$ cat config.mk
export PLATFORM = sky130hd
export DESIGN_NAME = freq_step_ctrl
export DESIGN_NICKNAME = d
export VERILOG_FILES = /design/src/rtl/freq_step_ctrl.sv
export SDC_FILE = /design/constraint.sdc
export NUM_CORES = 1
export LEC_CHECK = 0
export ABC_AREA = 1
export BUFFER_PORTS_ARGS = -buffer_cell sky130_fd_sc_hd__buf_4
export CAP_MARGIN = 10
export CELL_PAD_IN_SITES_DETAIL_PLACEMENT = 1
export CELL_PAD_IN_SITES_GLOBAL_PLACEMENT = 2
export CORE_ASPECT_RATIO = 1.1
export CORE_MARGIN = 2
export CORE_UTILIZATION = 38
export DETAILED_ROUTE_END_ITERATION = 10
export PLACE_DENSITY_LB_ADDON = 0.08
export SLEW_MARGIN = 25
export SYNTH_ARGS = -nofsm -noshare
export SYNTH_HDL_FRONTEND = slang
export SYNTH_SLANG_ARGS = --single-unit
$ cat constraint.sdc
create_clock -name CLK_50 -period 5.9 [get_ports CLK_50]
set_input_delay 0.295 -clock CLK_50 [delete_from_list [all_inputs] [get_ports CLK_50]]
set_output_delay 0.295 -clock CLK_50 [all_outputs]
set_load 0.1 [all_outputs]
$ cat src/rtl/freq_step_ctrl.sv
// freq_step_ctrl
//   Pushbutton front end for the throttle datapath. Two raw buttons are
//   synchronised and debounced, then an FSM turns debounced presses into
//   single steps plus auto-repeat on hold. The resulting saturating setting
//   freq_num selects the period of the slow_tick enable and slow_clk.

module freq_step_ctrl #(
    parameter int unsigned DEB_CYCLES   = 500000,
    parameter int unsigned REPEAT_DELAY = 25000000,
    parameter int unsigned REPEAT_RATE  = 5000000,
    parameter int unsigned FREQ_W       = 4,
    parameter int unsigned FREQ_MAX     = 15,
    parameter int unsigned FREQ_INIT    = 8,
    parameter int unsigned BASE_DIV     = 50000
) (
    input  logic              CLK_50,
    input  logic              reset,
    input  logic              pb_freq_up,
    input  logic              pb_freq_dn,
    output logic [FREQ_W-1:0] freq_num,
    output logic              slow_tick,
    output logic              slow_clk,
    output logic              at_max,
    output logic              at_min
);

    localparam int unsigned DEB_W   = (DEB_CYCLES > 1) ? $clog2(DEB_CYCLES + 1) : 1;
    localparam int unsigned RPT_MAX = (REPEAT_DELAY > REPEAT_RATE) ? REPEAT_DELAY : REPEAT_RATE;
    localparam int unsigned RPT_W   = $clog2(RPT_MAX + 1);
    localparam int unsigned DIV_W   = $clog2(BASE_DIV * (FREQ_MAX + 1) + 1);

    localparam int unsigned BTN_UP = 0;
    localparam int unsigned BTN_DN = 1;

    typedef enum logic [1:0] {
        IDLE,
        UP_HOLD,
        DN_HOLD,
        BOTH
    } state_t;

    // Button vectors: bit 0 = up, bit 1 = down
    logic [1:0]       sync1;
    logic [1:0]       sync2;
    logic [1:0]       deb;
    logic [DEB_W-1:0] deb_cnt [2];

    state_t           state;
    state_t           state_nxt;
    logic [RPT_W-1:0] rpt_cnt;
    logic [RPT_W-1:0] rpt_limit;
    logic             rpt_first;
    logic             rpt_clr;
    logic             rpt_fire;
    logic             step_up;
    logic             step_dn;
    logic             btn_u;
    logic             btn_d;

    logic [FREQ_W-1:0] freq_nxt;
    logic              freq_chg;
    logic [DIV_W-1:0]  period;
    logic [DIV_W-1:0]  div_cnt;

    assign btn_u = deb[BTN_UP];
    assign btn_d = deb[BTN_DN];

    // Two-flop synchroniser for both raw buttons
    always_ff @(posedge CLK_50 or negedge reset) begin
        if (!reset) begin
            sync1 <= '0;
            sync2 <= '0;
        end else begin
            sync1 <= {pb_freq_dn, pb_freq_up};
            sync2 <= sync1;
        end
    end

    // Debounce: level follows the synced input only after DEB_CYCLES
    // consecutive cycles of disagreement; any agreement restarts the count
    always_ff @(posedge CLK_50 or negedge reset) begin
        if (!reset) begin
            deb <= '0;
            for (int unsigned i = 0; i < 2; i++) begin
                deb_cnt[i] <= '0;
            end
        end else begin
            for (int unsigned i = 0; i < 2; i++) begin
                if (sync2[i] == deb[i]) begin
                    deb_cnt[i] <= '0;
                end else if (deb_cnt[i] == DEB_W'(DEB_CYCLES - 1)) begin
                    deb[i]     <= sync2[i];
                    deb_cnt[i] <= '0;
                end else begin
                    deb_cnt[i] <= deb_cnt[i] + DEB_W'(1);
                end
            end
        end
    end

    // FSM state register
    always_ff @(posedge CLK_50 or negedge reset) begin
        if (!reset) begin
            state <= IDLE;
        end else begin
            state <= state_nxt;
        end
    end

    // FSM next-state and step decisions; release of the own button is
    // checked before the repeat timer so a final repeat never fires late
    always_comb begin
        state_nxt = state;
        step_up   = 1'b0;
        step_dn   = 1'b0;
        rpt_clr   = 1'b0;
        rpt_fire  = 1'b0;
        rpt_limit = rpt_first ? RPT_W'(REPEAT_DELAY - 1) : RPT_W'(REPEAT_RATE - 1);
        case (state)
            IDLE: begin
                if (btn_u && btn_d) begin
                    state_nxt = BOTH;
                end else if (btn_u) begin
                    step_up   = 1'b1;
                    rpt_clr   = 1'b1;
                    state_nxt = UP_HOLD;
                end else if (btn_d) begin
                    step_dn   = 1'b1;
                    rpt_clr   = 1'b1;
                    state_nxt = DN_HOLD;
                end
            end
            UP_HOLD: begin
                if (btn_d) begin
                    state_nxt = BOTH;
                end else if (!btn_u) begin
                    state_nxt = IDLE;
                end else if (rpt_cnt == rpt_limit) begin
                    step_up  = 1'b1;
                    rpt_fire = 1'b1;
                end
            end
            DN_HOLD: begin
                if (btn_u) begin
                    state_nxt = BOTH;
                end else if (!btn_d) begin
                    state_nxt = IDLE;
                end else if (rpt_cnt == rpt_limit) begin
                    step_dn  = 1'b1;
                    rpt_fire = 1'b1;
                end
            end
            BOTH: begin
                if (!btn_u && !btn_d) begin
                    state_nxt = IDLE;
                end
            end
            default: begin
                state_nxt = IDLE;
            end
        endcase
    end

    // Auto-repeat timer: first interval REPEAT_DELAY, then REPEAT_RATE
    always_ff @(posedge CLK_50 or negedge reset) begin
        if (!reset) begin
            rpt_cnt   <= '0;
            rpt_first <= 1'b0;
        end else if (rpt_clr) begin
            rpt_cnt   <= '0;
            rpt_first <= 1'b1;
        end else if (rpt_fire) begin
            rpt_cnt   <= '0;
            rpt_first <= 1'b0;
        end else if (state == UP_HOLD || state == DN_HOLD) begin
            rpt_cnt <= rpt_cnt + RPT_W'(1);
        end
    end

    // Saturating next value of the frequency setting
    always_comb begin
        freq_nxt = freq_num;
        if (step_up && freq_num != FREQ_W'(FREQ_MAX)) begin
            freq_nxt = freq_num + FREQ_W'(1);
        end else if (step_dn && freq_num != '0) begin
            freq_nxt = freq_num - FREQ_W'(1);
        end
    end

    assign freq_chg = (freq_nxt != freq_num);

    // Frequency setting register
    always_ff @(posedge CLK_50 or negedge reset) begin
        if (!reset) begin
            freq_num <= FREQ_W'(FREQ_INIT);
        end else begin
            freq_num <= freq_nxt;
        end
    end

    // Tick period for the current setting
    always_comb begin
        period = DIV_W'(BASE_DIV * (FREQ_MAX + 1 - 32'(freq_num)));
    end

    // A pending change suppresses the tick so a new period always starts
    // cleanly from zero on the cycle the new setting appears
    assign slow_tick = (freq_num != '0) && !freq_chg && (div_cnt == period - DIV_W'(1));

    // Divider counter; held at zero while the setting is zero
    always_ff @(posedge CLK_50 or negedge reset) begin
        if (!reset) begin
            div_cnt <= '0;
        end else if (freq_chg || freq_num == '0 || slow_tick) begin
            div_cnt <= '0;
        end else begin
            div_cnt <= div_cnt + DIV_W'(1);
        end
    end

    // slow_clk toggles on every tick, giving a 50% duty square wave
    always_ff @(posedge CLK_50 or negedge reset) begin
        if (!reset) begin
            slow_clk <= 1'b0;
        end else if (slow_tick) begin
            slow_clk <= ~slow_clk;
        end
    end

    assign at_max = (freq_num == FREQ_W'(FREQ_MAX));
    assign at_min = (freq_num == '0);

endmodule

Yosys cells after proc, flatten, opt, wreduce, memory -nomap -nowiden
Index checks and enable logic that the tools add are counted.
- register bits after elaboration: 97
- input port bits: 4
- output and inout bits: 8
- $add $sub $neg: 8
- $mul: 1
- eq/ne operators: 16
- mux-type cells: 38
- bitwise operators: 3
- reduce and logical (&&, ||, !) cells: 20
- operators by type and width (cell ; count):
    25-bit 2-to-1 mux ; 4
    19-bit 2-to-1 mux ; 4
    19-bit by 1-bit adder with 19-bit output (second input constant) ; 2
    19-bit == test (second input constant) ; 2
    12-bit by 32-bit multiplier with 16-bit output (first input constant) ; 1
    25-bit by 1-bit adder with 25-bit output (second input constant) ; 1
    25-bit == test ; 1
    20-bit by 1-bit adder with 20-bit output (second input constant) ; 1
    20-bit == test ; 1
    20-bit 2-to-1 mux ; 1
    20-bit by 1-bit subtractor with 20-bit output (second input constant) ; 1
    2-bit 2-to-1 mux ; 8
    1-bit 2-to-1 mux ; 15
    4-bit 2-to-1 mux ; 2
    4-bit inequality test (second input constant) ; 2
    2-bit case mux with 4 select lines ; 1
    1-bit logical AND ; 6
    3-bit inequality test (second input constant) ; 2
    1-bit case mux with 2 select lines ; 3
    5-bit by 4-bit subtractor with 6-bit output (first input constant) ; 1
    4-bit by 1-bit adder with 4-bit output (second input constant) ; 1
    2-bit == test (second input constant) ; 2
    4-bit == test (second input constant) ; 1
    4-bit logical NOT ; 1
    other kinds (14) ; 22

Logic depth before layout (Yosys ltp)
- depth after elaboration: 15
- mapped depth: 30
- gate-level depth less buffers: 29

Worst setup path before layout
Ideal clock, no wire load.
- path kind: register to output
- start point: reg freq_num[0]
- end point: out slow_tick
- data arrival time: 9.387 ns
- slack: -3.782 ns
- stages on the path, launching flop included: 24
- buffers on the path: 1
- cell sequence: dfrtp_1 > buf_6 > inv_6 > ha_1 > inv_1 > nor3_1 > ha_1 > ha_1 > ha_1 > inv_1 > fa_1 > inv_1 > ha_1 > fa_1 > inv_1 > nand2_1 > nor2_2 > nand3_1 > nor2_1 > nand3b_1 > nand2_1 > nor3_2 > nand3_2 > nor3_1
- longest elaborated chain between the ends: 8
- elaborated cells on any way between the ends: 16
- ends and longest elaborated chain (what ; RTL line ; source):
    from (decl) ; 20 ; output logic [FREQ_W-1:0] freq_num,
    from (signal assigned) ; 195 ; freq_num <= FREQ_W'(FREQ_INIT);
    from (signal assigned) ; 197 ; freq_num <= freq_nxt;
    parallel branches: the longest is 7 deep, another holds 12-bit by 32-bit multiplier with 16-bit output ; -- ;
    1-bit logical AND * ; 208 ; assign slow_tick = (freq_num != '0) && !freq_chg && (div_cnt == period - DIV_W'(1));
    to (decl) ; 21 ; output logic slow_tick,
Mark *: on every way between the ends.

Final worst setup path
Ends and elaborated chain as after synthesis.

==> flow_metrics.env <==
export IMPL_grt_pass1_wl_um=32670
export IMPL_cts_setup_buffers=0
export IMPL_relSlewSlack_pct=40.20
export IMPL_path_max_fanout=15
export IMPL_cts_buffers=9
export IMPL_path_depth=24
export IMPL_synth_top_family_by_area="simple AND/OR/NAND/NOR gates"
export IMPL_dp_slack_ps=343.6
export IMPL_grt_usage_pct=19.88
export IMPL_cp_slowest_cell="dfrtp_4"
export IMPL_die_y_um=149.6
export IMPL_htreeDepth=3
export IMPL_cp_arrival_ps=5250
export IMPL_diodes=0
export IMPL_setup_viol=0
export IMPL_hp_class="in -> reg"
export IMPL_worstSkewPairLatency_ps=350
export IMPL_synthTopCellsByCount="226 x nand2_1, 151 x inv_1, 112 x nor2_1, 96 x dfrtp_1, 84 x nand3_1"
export IMPL_synth_edf_count=0
export IMPL_fin_area_sq_um=8124
export IMPL_yosys_cell_types_count=50
export IMPL_port_buffers=11
export IMPL_worst_slack_ps=356.9
export IMPL_viasPerCell=4.993
export IMPL_p_total_mw=1.333
export IMPL_die_area_sq_um=20390
export IMPL_synth_async_reset_ratio_pct=100.0
export IMPL_area_growth_pct=10.97
export IMPL_die_w_um=136.3
export IMPL_fmax_mhz=180.4
export IMPL_p_per_area_nw_per_um2=164.0
export IMPL_start_util_pct=38.47
export IMPL_overflow=0
export IMPL_netlist_instances=1013
export IMPL_final_util_pct=42.69
export IMPL_ir_drop_mv=0.1356
export IMPL_syn_nets=1069
export IMPL_cts_buffer_depth=2
export IMPL_post_route_min_period_ps=5543
export IMPL_synthXorXnorAreaFrac_pct=5.418
export IMPL_worstSetupEndpointType="output pin"
export IMPL_wl_per_cell_um=14.55
export IMPL_avgSynthCellArea_sq_um=7.227
export IMPL_rsz0062_at_grt="no"
export IMPL_ys_flop_type="dfrtp_1"
export IMPL_place_area_sq_um=7761
export IMPL_finalNonFillerCells=1278
export IMPL_yosysTopAreaCellShare_pct=32.81
export IMPL_slew_viol_final=0
export IMPL_synth_simple_area_share_pct=37.74
export IMPL_synth_yosys_warnings=0
export IMPL_core_area_sq_um=19030
export IMPL_tns_ps=0
export IMPL_yosys_area_top_type="dfrtp_1"
export IMPL_worstMarginPinSlew_ps=894.8
export IMPL_period_share_pct=93.95
export IMPL_crit_path_cell_trace="inv_8 > ha_4 > xnor2_4 > ha_1 > ha_1 > ha_1 > inv_1 > fa_1 > inv_1 > fa_1 > inv_2 > nand2_1 > nor2_2 > nand3_2 > inv_2 > nand3_2 > nor2_2 > nand3_1 > nand3_1 > nand2_1 > nor2_2 > nand3_2 > nor3_4 > buf_6"
export IMPL_crit_path_start_kind="flip-flop"
export IMPL_synth_mux_area_share_pct=0
export IMPL_holdWs_ps=52.59
export IMPL_grt_max_degree=60
export IMPL_nFillCells=2435
export IMPL_rr_worst_depth=25
export IMPL_synth_seq_cells=97
export IMPL_rows=53
export IMPL_status="finished, final reports clean"
export IMPL_critPathMaxStageDelay_ps=580
export IMPL_drive_above_1_share_pct=11.35
export IMPL_crit_required_ps=5610
export IMPL_via_count=6381
export IMPL_grt_pass1_vias=6812
export IMPL_synth_compound_gate_area_share_pct=5.162
export IMPL_leakage_nw=3.844
export IMPL_gp_congestion=0.7577
export IMPL_netlist_area_sq_um=7321
export IMPL_critical_path_top_delay_family="adder cells"
export IMPL_drt_initial_drc_count=169
export IMPL_clock_sinks=97
export IMPL_synthAdderAreaFrac_pct=9.195
export IMPL_worstSetupPathType="reg -> out"
export IMPL_yosys_cell_count_top_type="nand2_1"
export IMPL_first_pass_iters=4
export IMPL_synthTopCellsByArea="dfrtp_1 33%, nand2_1 12%, ha_1 8.4%"
export IMPL_cts_tree="built"
export IMPL_placed_cells=1261
export IMPL_drc=0
export IMPL_clkTransAtPathRegs_ps=80
export IMPL_ant_nets=0
export IMPL_wirelength_um=18590
export IMPL_maxCapViolations=0
export IMPL_finalNetCount=1082
export IMPL_clock_skew_ps=11.60
export IMPL_clock_root_buffer="clkbuf_16"
export IMPL_dp_hpwl_um=14860
export IMPL_hold_violations=0
export IMPL_ios=12
export IMPL_whs_path_depth=1
export IMPL_yosysSeqAreaShare_pct=33.17
export IMPL_antenna_found_initial=0
export IMPL_crit_buf_inv=6
==> report_power, final <==
| group | internal (mW) | switching, mW |
|---|---|---|
| sequential | 0.669 | 0.00329 |
| combinational | 0.00654 | 0.0217 |
| clock | 0.343 | 0.289 |
| total | 1.02 | 0.314 |
==> cell usage in the layout (no fill, tap or decap), types with 2 or more instances in the layout <==
cell       synthesis  final
a21oi_1           23     23
a31oi_1            4      4
buf_4              1     14
clkbuf_16          0      9
dfrtp_1           96     94
fa_1               3      3
ha_1              49     43
ha_4               0      5
inv_1            151    146
inv_2              5     10
inv_6              1      2
inv_8              0      3
nand2_1          226    226
nand2_2           14     14
nand2_4            2      2
nand3_1           84     83
nand3_2            9     10
nand3b_1           5      5
nand4_1           28     28
nor2_1           112    110
nor2_2            25     27
nor2_4             4      4
nor3_1            32     30
nor3_2             2      2
nor3_4             0      2
nor3b_1           20     20
nor4_1            13     13
o21ai_0           27     27
o21ai_1            2      2
o21bai_1           2      2
o22ai_1            2      2
xnor2_1           10      9
xor2_1            30     29
==> kinds of logic after synthesis <==
logic type	count (synthesis)
AO/OA/AOI/OAI	68
XOR/XNOR	42
adder cells (fa/ha/maj)	52
buffers and inverters	172
flip-flops	97
AND/OR/NAND/NOR	582
==> worst register-to-register path, stage by stage, from the launching register on <==
cell and delay, ps:
dfrtp_4 580, inv_8 70, ha_4 210, xnor2_4 240, ha_1 280, ha_1 300
ha_1 290, inv_1 60, fa_1 530, inv_1 80, fa_1 550, inv_2 110
nand2_1 60, nor2_2 160, nand3_2 140, inv_2 80, nand2_1 50, nand2_1 60
nand2_1 80, nor2_1 100, nand2_1 90, nor3_2 170, nand3_2 150, o21ai_2 160
buf_4 340, nor2_2 70
==> layout make-up <==
| type | instances | area (sq um) | area share [%] |
|---|---|---|---|
| clock buffers | 9 | 225.2 | 2.772 |
| clock inverters | 7 | 95.09 | 1.170 |
| inverters | 158 | 600.6 | 7.393 |
| multi-input cells | 744 | 4334 | 53.35 |
| flip-flops and latches | 97 | 2434 | 29.96 |
| well taps | 247 | 309.0 | 3.804 |
| repair buffers | 16 | 126.4 | 1.556 |
==> flip-flops by register name, indices dropped and copies added (netlist names) <==
| signal | cells |
|---|---|
| deb | 2 |
| deb_cnt | 38 |
| div_cnt | 20 |
| freq_num | 4 |
| rpt_cnt | 25 |
| rpt_first | 1 |
| slow_clk | 1 |
| state | 2 |
| sync1 | 2 |
| sync2 | 2 |
==> layer usage <==
metal / GRT usage, % / part of all wire [%] / vias to the layer above
li1: - / - / 3293
met1: 23.91 / 45 / 3037
met2: 37.39 / 52 / 32
met3: 1.863 / 1.0 / 19
met4: 5.521 / 1.9 / 0
met5: 0 / 0 / -
==> worst paths after layout <==
path,startpoint,endpoint,slack [ps]
setup / recovery,freq_num[0]$_DFF_PN0_,slow_tick,360
hold / removal,pb_freq_dn,sync1[1]$_DFF_PN0_,50
setup reg to reg,freq_num[0]$_DFF_PN0_,div_cnt[5]$_DFF_PN0_,760
hold reg to reg,sync1[0]$_DFF_PN0_,sync2[0]$_DFF_PN0_,350
max in group asynchronous,reset,sync2[0]$_DFF_PN0_,4280
min in group asynchronous,reset,rpt_cnt[18]$_DFFE_PN0P_,460
==> what timing repair did <==
action | CTS | global route
resized for setup | 1 | 4
pin swaps | 0 | 0
setup endpoints to repair | 1 | 1
hold buffers | 1 | 0
gates cloned | 0 | 0
hold endpoints to repair | 37 | 0
Note: power is estimated with default switching activity, not from simulation.
